==> src/rtl/store_unit_if.sv <==
// Store request and memory write-beat signal bundle for store_unit.
// Latency: none (wires only).
// Backpressure: req_ready and mem_ack are the two flow-control returns.
interface store_unit_if;
    logic        req_valid;
    logic        req_ready;
    logic [2:0]  funct3;
    logic [31:0] addr;
    logic [31:0] wdata;
    logic        mem_req;
    logic [31:0] mem_addr;
    logic [31:0] mem_wdata;
    logic [3:0]  mem_we;
    logic        mem_ack;
    logic        done;
    logic        err;

    // Environment side: issues store requests and plays the memory.
    modport master (
        output req_valid, funct3, addr, wdata, mem_ack,
        input  req_ready, mem_req, mem_addr, mem_wdata, mem_we, done, err
    );

    // Store unit side.
    modport slave (
        input  req_valid, funct3, addr, wdata, mem_ack,
        output req_ready, mem_req, mem_addr, mem_wdata, mem_we, done, err
    );
endinterface

==> src/rtl/store_unit.sv <==
// Store unit: turns SB/SH/SW requests into lane-aligned word write beats (STORE_MISALIGN_SPLIT_EN enables a 2-beat split for word-crossing stores).
// Latency: accept at T, first beat at T+1, done/err pulse the cycle after the final ack, timeout or rejection.
// Backpressure: req_ready only in IDLE; each beat holds until mem_ack or ACK_TIMEOUT cycles elapse.
module store_unit #(
    parameter int unsigned ACK_TIMEOUT = 255
) (
    input  logic         clk,
    input  logic         reset,
    store_unit_if.slave  bus
);

    typedef enum logic [1:0] {
        IDLE = 2'd0,
        WR0  = 2'd1,
        WR1  = 2'd2
    } state_t;

    localparam logic [32:0] TMO_LIMIT = {1'b0, 32'(ACK_TIMEOUT)};

    state_t      state_q, state_d;
    logic [2:0]  funct3_q;
    logic [31:0] addr_q;
    logic [31:0] wdata_q;
    logic [31:0] tmo_q, tmo_d;
    logic        done_q, done_d;
    logic        err_q, err_d;

    logic        accept;
    logic [3:0]  req_mask;
    logic        req_legal;
    logic        req_reject;

    logic [3:0]  lat_mask;
    logic [31:0] lat_masked;
    logic [31:0] beat_base;
    logic [3:0]  beat0_we;
    logic [31:0] beat0_dat;
    logic        tmo_hit;

    assign bus.req_ready = (state_q == IDLE);
    assign accept        = bus.req_valid && (state_q == IDLE);
    assign bus.done      = done_q;
    assign bus.err       = err_q;

    // Classify the presented request: base lane mask and legality of funct3.
    always_comb begin
        req_mask  = 4'b0000;
        req_legal = 1'b1;
        case (bus.funct3)
            3'b000:  req_mask = 4'b0001;
            3'b001:  req_mask = 4'b0011;
            3'b010:  req_mask = 4'b1111;
            default: req_legal = 1'b0;
        endcase
    end

`ifdef STORE_MISALIGN_SPLIT_EN
    assign req_reject = !req_legal;
`else
    // A request whose lanes spill past byte 3 cannot be issued as one beat.
    logic [7:0] req_mask_sh;
    assign req_mask_sh = {4'b0000, req_mask} << bus.addr[1:0];
    assign req_reject  = !req_legal || (req_mask_sh[7:4] != 4'b0000);
`endif

    // Lane mask of the latched request; unused byte lanes are zeroed before shifting.
    always_comb begin
        lat_mask = 4'b0000;
        case (funct3_q)
            3'b000:  lat_mask = 4'b0001;
            3'b001:  lat_mask = 4'b0011;
            3'b010:  lat_mask = 4'b1111;
            default: lat_mask = 4'b0000;
        endcase
    end

    assign lat_masked = wdata_q & {{8{lat_mask[3]}}, {8{lat_mask[2]}},
                                   {8{lat_mask[1]}}, {8{lat_mask[0]}}};
    assign beat_base  = {addr_q[31:2], 2'b00};

`ifdef STORE_MISALIGN_SPLIT_EN
    logic [7:0]  lat_we_sh;
    logic [63:0] lat_dat_sh;
    logic [31:0] beat1_addr;
    assign lat_we_sh  = {4'b0000, lat_mask} << addr_q[1:0];
    assign lat_dat_sh = {32'h0, lat_masked} << {addr_q[1:0], 3'b000};
    assign beat0_we   = lat_we_sh[3:0];
    assign beat0_dat  = lat_dat_sh[31:0];
    assign beat1_addr = beat_base + 32'd4;
`else
    assign beat0_we   = lat_mask << addr_q[1:0];
    assign beat0_dat  = lat_masked << {addr_q[1:0], 3'b000};
`endif

    // Beat gives up once this cycle would be the ACK_TIMEOUT-th without an ack.
    assign tmo_hit = ({1'b0, tmo_q} + 33'd1) >= TMO_LIMIT;

    // State register; reset abandons any beat in flight.
    always_ff @(posedge clk or negedge reset) begin
        if (!reset) state_q <= IDLE;
        else        state_q <= state_d;
    end

    // Next state, timeout counter update and completion/abort pulses.
    always_comb begin
        state_d = state_q;
        tmo_d   = tmo_q;
        done_d  = 1'b0;
        err_d   = 1'b0;
        case (state_q)
            IDLE: begin
                tmo_d = 32'd0;
                if (accept) begin
                    if (req_reject) err_d   = 1'b1;
                    else            state_d = WR0;
                end
            end
`ifdef STORE_MISALIGN_SPLIT_EN
            WR0, WR1: begin
`else
            WR0: begin
`endif
                if (bus.mem_ack) begin
                    tmo_d = 32'd0;
`ifdef STORE_MISALIGN_SPLIT_EN
                    if (state_q == WR0 && lat_we_sh[7:4] != 4'b0000) begin
                        state_d = WR1;
                    end else begin
                        state_d = IDLE;
                        done_d  = 1'b1;
                    end
`else
                    state_d = IDLE;
                    done_d  = 1'b1;
`endif
                end else if (tmo_hit) begin
                    tmo_d   = 32'd0;
                    state_d = IDLE;
                    err_d   = 1'b1;
                end else begin
                    tmo_d = tmo_q + 32'd1;
                end
            end
            default: state_d = IDLE;
        endcase
    end

    // Request fields are captured on acceptance and held until the store ends.
    always_ff @(posedge clk or negedge reset) begin
        if (!reset) begin
            funct3_q <= 3'b000;
            addr_q   <= 32'h0;
            wdata_q  <= 32'h0;
        end else if (accept) begin
            funct3_q <= bus.funct3;
            addr_q   <= bus.addr;
            wdata_q  <= bus.wdata;
        end
    end

    // Timeout counter and the registered done/err pulses.
    always_ff @(posedge clk or negedge reset) begin
        if (!reset) begin
            tmo_q  <= 32'd0;
            done_q <= 1'b0;
            err_q  <= 1'b0;
        end else begin
            tmo_q  <= tmo_d;
            done_q <= done_d;
            err_q  <= err_d;
        end
    end

    // Beat outputs decode straight from state so reset drops mem_req at once.
    always_comb begin
        bus.mem_req   = 1'b0;
        bus.mem_addr  = 32'h0;
        bus.mem_we    = 4'b0000;
        bus.mem_wdata = 32'h0;
        case (state_q)
            WR0: begin
                bus.mem_req   = 1'b1;
                bus.mem_addr  = beat_base;
                bus.mem_we    = beat0_we;
                bus.mem_wdata = beat0_dat;
            end
`ifdef STORE_MISALIGN_SPLIT_EN
            WR1: begin
                bus.mem_req   = 1'b1;
                bus.mem_addr  = beat1_addr;
                bus.mem_we    = lat_we_sh[7:4];
                bus.mem_wdata = lat_dat_sh[63:32];
            end
`endif
            default: ;
        endcase
    end

endmodule

==> src/flat_wrapper.sv <==
// flat-port wrapper written by rule: the top's interface ports become plain ports
module store_unit_flat 
#(
    parameter int unsigned ACK_TIMEOUT = 255
)
  (clk, reset, bus_req_valid, bus_funct3, bus_addr, bus_wdata, bus_mem_ack, bus_req_ready, bus_mem_req, bus_mem_addr, bus_mem_wdata, bus_mem_we, bus_done, bus_err);
  store_unit_if bus_i ();
  input  logic clk;
  input  logic reset;
  input wire logic [$bits(bus_i.req_valid)-1:0] bus_req_valid;
  input wire logic [$bits(bus_i.funct3)-1:0] bus_funct3;
  input wire logic [$bits(bus_i.addr)-1:0] bus_addr;
  input wire logic [$bits(bus_i.wdata)-1:0] bus_wdata;
  input wire logic [$bits(bus_i.mem_ack)-1:0] bus_mem_ack;
  output wire logic [$bits(bus_i.req_ready)-1:0] bus_req_ready;
  output wire logic [$bits(bus_i.mem_req)-1:0] bus_mem_req;
  output wire logic [$bits(bus_i.mem_addr)-1:0] bus_mem_addr;
  output wire logic [$bits(bus_i.mem_wdata)-1:0] bus_mem_wdata;
  output wire logic [$bits(bus_i.mem_we)-1:0] bus_mem_we;
  output wire logic [$bits(bus_i.done)-1:0] bus_done;
  output wire logic [$bits(bus_i.err)-1:0] bus_err;
  assign bus_i.req_valid = bus_req_valid;
  assign bus_i.funct3 = bus_funct3;
  assign bus_i.addr = bus_addr;
  assign bus_i.wdata = bus_wdata;
  assign bus_i.mem_ack = bus_mem_ack;
  assign bus_req_ready = bus_i.req_ready;
  assign bus_mem_req = bus_i.mem_req;
  assign bus_mem_addr = bus_i.mem_addr;
  assign bus_mem_wdata = bus_i.mem_wdata;
  assign bus_mem_we = bus_i.mem_we;
  assign bus_done = bus_i.done;
  assign bus_err = bus_i.err;
  store_unit #(.ACK_TIMEOUT(ACK_TIMEOUT)) u_core (.clk(clk), .reset(reset), .bus(bus_i));
endmodule
==> config.mk <==
export PLATFORM = sky130hd
export DESIGN_NAME = store_unit_flat
export DESIGN_NICKNAME = d
export VERILOG_FILES = /design/src/rtl/store_unit_if.sv /design/src/rtl/store_unit.sv /design/src/flat_wrapper.sv
export SDC_FILE = /design/constraint.sdc
export NUM_CORES = 1
export LEC_CHECK = 0
export ABC_AREA = 1
export CORE_ASPECT_RATIO = 0.8
export CORE_MARGIN = 8
export CORE_UTILIZATION = 50
export CTS_CLUSTER_SIZE = 40
export DETAILED_ROUTE_END_ITERATION = 6
export PLACE_DENSITY = 0.81
export SYNTH_ARGS = -nofsm -noshare
export SYNTH_HDL_FRONTEND = slang
export SYNTH_SLANG_ARGS = --single-unit
==> constraint.sdc <==
create_clock -name clk -period 2.8 [get_ports clk]
set_input_delay 0.7 -clock clk [delete_from_list [all_inputs] [get_ports clk]]
set_output_delay 0.7 -clock clk [all_outputs]
set_load 0.01 [all_outputs]
==> results_dict.tcl <==
set metrics [dict create \
    start_util 0.506 \
    synth.most_common_cell "nand2_1" \
    die_h_um 112 \
    insertion_delay_ns 0.34 \
    async_reset_ff_frac 1.00 \
    use_met3 0.0743 \
    arrival_ns 2.00 \
    report.final.slew_viol_count 0 \
    syn_to_final_growth_pct 36.5 \
    dp_slack_ns 0.124 \
    critical_path_class "reg2out" \
    first_global_vias 5656 \
    dr.pass1.iters 6 \
    wl_per_cell_um 14.7 \
    synth_edf_count 0 \
    synth_area_leaders "dfrtp_1 (45%), nand2_1 (25%), inv_1 (6.7%)" \
    synth_top_area_frac 0.445 \
    yosys.area.top_type "dfrtp_1" \
    coreArea_sq_um 11300 \
    ant_nets 0 \
    antenna_cells 0 \
    io_pins 143 \
    wirelength_mm 17.5 \
    placed_cell_area_sq_um 7430 \
    drt_drc_violations_left 0 \
    place_inst 1162 \
    drt_iter0_drc 597 \
    p_per_area_nw_per_um2 471 \
    vias 5914 \
    viasPerCell 4.99 \
    grt_max_degree 68 \
    cts_root_buf "clkbuf_16" \
    numPortBuffers 140 \
    critPathCaptureType "output pin" \
    fmax_ghz 0.371 \
    hold_buffers 0 \
    netlist_instances 862 \
    num-fill-cells 966 \
    drive_gt1_frac 0.0666 \
    cts_buffer_depth 2 \
    fin_skew_ns 0.00982 \
    hold_path_class "in2async" \
    cp.required_ns 2.10 \
    setup_slack_ns 0.103 \
    crit_path_max_fanout 7 \
    final.period_utilization 0.963 \
    cts_tree "built" \
    cellLeakagePower_nw 4.37 \
    min_period_ns 2.70 \
    die_w_um 136 \
    fin_area_sq_um 7830 \
    synth-seq-area-share 0.445 \
    antenna_found_initial 0 \
    finalHoldViolCount 0 \
    use_met1 0.321 \
    startpoint_type "flip-flop" \
    dieArea_sq_um 15200 \
    syn_area_sq_um 5730 \
    stdcell_count 1184 \
    htree_levels 3 \
    status "completed" \
    nets 1104 \
    gp_congestion 0.944 \
    clkSlewWorstSetupHoldPaths_ns 0.07 \
    clock-sinks 102 \
    top_usage_layer "met2" \
    grt_overflow 0 \
    setup_viol 0 \
    syn_avg_cell_area_sq_um 6.65 \
    yosys_most_used_dff "dfrtp_1" \
    grt_first_pass_wirelength_mm 28.3 \
    synth.distinct_cells 30 \
    grt.met2_usage 0.343 \
    track_usage 0.232 \
    synth_common_cells "nand2_1 (387), dfrtp_1 (102), inv_1 (102), nor2_1 (100), nand3_1 (48)" \
    ys_ff_latch 102 \
    yosysWarnings 0 \
    dp_hpwl_mm 13.1 \
    num_rows 35 \
    cts_buffers 9 \
    post-route-util 0.690 \
    cap_violations 0 \
    peakVddDrop_uv 331 \
    whs_ns 0.316 \
]
[metal layers]
layer | routed length, um | vias to the layer above
li1 | - | 2930
met2 | 7790 | 245
met5 | 0 | -
met4 | 244 | 0
met3 | 1590 | 20
met1 | 7830 | 2719
[sequential cells by signal, summed over array words and instances (netlist names)]
register and flops:
u_core.tmo_q 32, u_core.funct3_q 3, u_core.bus.done 1, u_core.bus.err 1
u_core.state_q 1, u_core.wdata_q 32, u_core.addr_q 32
[cell type report]
| type | count | area (sq um) | area share |
|---|---|---|---|
| flip-flops and latches | 102 | 2550 | 0.326 |
| inverters | 105 | 394 | 0.0504 |
| well taps | 148 | 185 | 0.0237 |
| clock buffers | 10 | 239 | 0.0305 |
| multi-input cells | 651 | 2800 | 0.357 |
| repair buffers | 162 | 1580 | 0.202 |
| clock inverters | 6 | 77.6 | 0.00991 |
[worst max-delay path, cell delays in order (launching register included)]
cell	delay (ns)
dfrtp_1	0.42
nor3_2	0.21
inv_1	0.10
a21oi_1	0.15
buf_4	0.17
buf_4	0.12
a2bb2oi_1	0.19
dlygate4sd2_1	0.30
[cell families after synthesis]
group / count (synthesis) / share of synthesized area
simple gates: 566 / 0.403
compound gates: 54 / 0.0532
fa+ha+maj: 2 / 0.00436
other cells: 1 / 0.000654
xor+xnor: 3 / 0.00458
buf+inv: 134 / 0.0890
flops: 102 / 0.445
[where the power goes]
group	switching (mW)	leakage, nW	internal (mW)
clock network	0.583	0.156	0.733
registers	0.103	1.25	1.60
logic	0.389	2.97	0.279
total	1.08	4.37	2.61
[timing repair]
| action | CTS | global route |
|---|---|---|
| gates resized for setup | 35 | 14 |
| endpoints found under the setup margin | 35 | 13 |
| buffers inserted | 2 | 4 |
| pin swaps | 0 | 0 |
[per-stage QoR]
| stage | total power [mW] | TNS, ns |
|---|---|---|
| after floorplan | 2.04 | 0 |
| after global placement | 2.36 | 0 |
| after detailed placement | 2.37 | 0 |
| after CTS | 3.70 | 0 |
| after global routing | 3.86 | -0.00882 |
| final | 3.69 | 0 |
[cell usage in the layout, fill, tap and decap left out, drive strengths merged]
cell / instances
o21bai: 2
conb: 26
clkdlybuf4s50: 105
clkbuf: 10
nand2: 391
nand3b: 6
buf: 23
xnor2: 1
bufinv: 1
clkinv: 5
a21oi: 1
dlymetal6s2s: 13
inv: 105
nand3: 49
nor2: 111
dlygate4sd2: 21
o21ai: 32
a2bb2oi: 1
a221oi: 1
dfrtp: 102
ha: 2
xor2: 2
a31oi: 16
o21a: 1
nor3: 4
and2: 1
nand4: 4
[path summary, 6_finish.rpt]
| path | slack (ns) | cells past startpoint | to | start |
|---|---|---|---|---|
| max | 0.10 | 7 | bus_mem_we[2] | u_core.funct3_q[0] |
| min | 0.32 | 1 | u_core.tmo_q[26] | reset |
| max reg2reg | 0.33 | 13 | u_core.tmo_q[1] | u_core.tmo_q[0] |
| min reg2reg | 0.48 | 2 | u_core.addr_q[12] | u_core.addr_q[12] |
| max in group asynchronous | 1.77 | 2 | u_core.funct3_q[0] | reset |
| min in group clk | 0.48 | 2 | u_core.addr_q[12] | u_core.addr_q[12] |
Note: power is estimated with default switching activity, not from simulation.
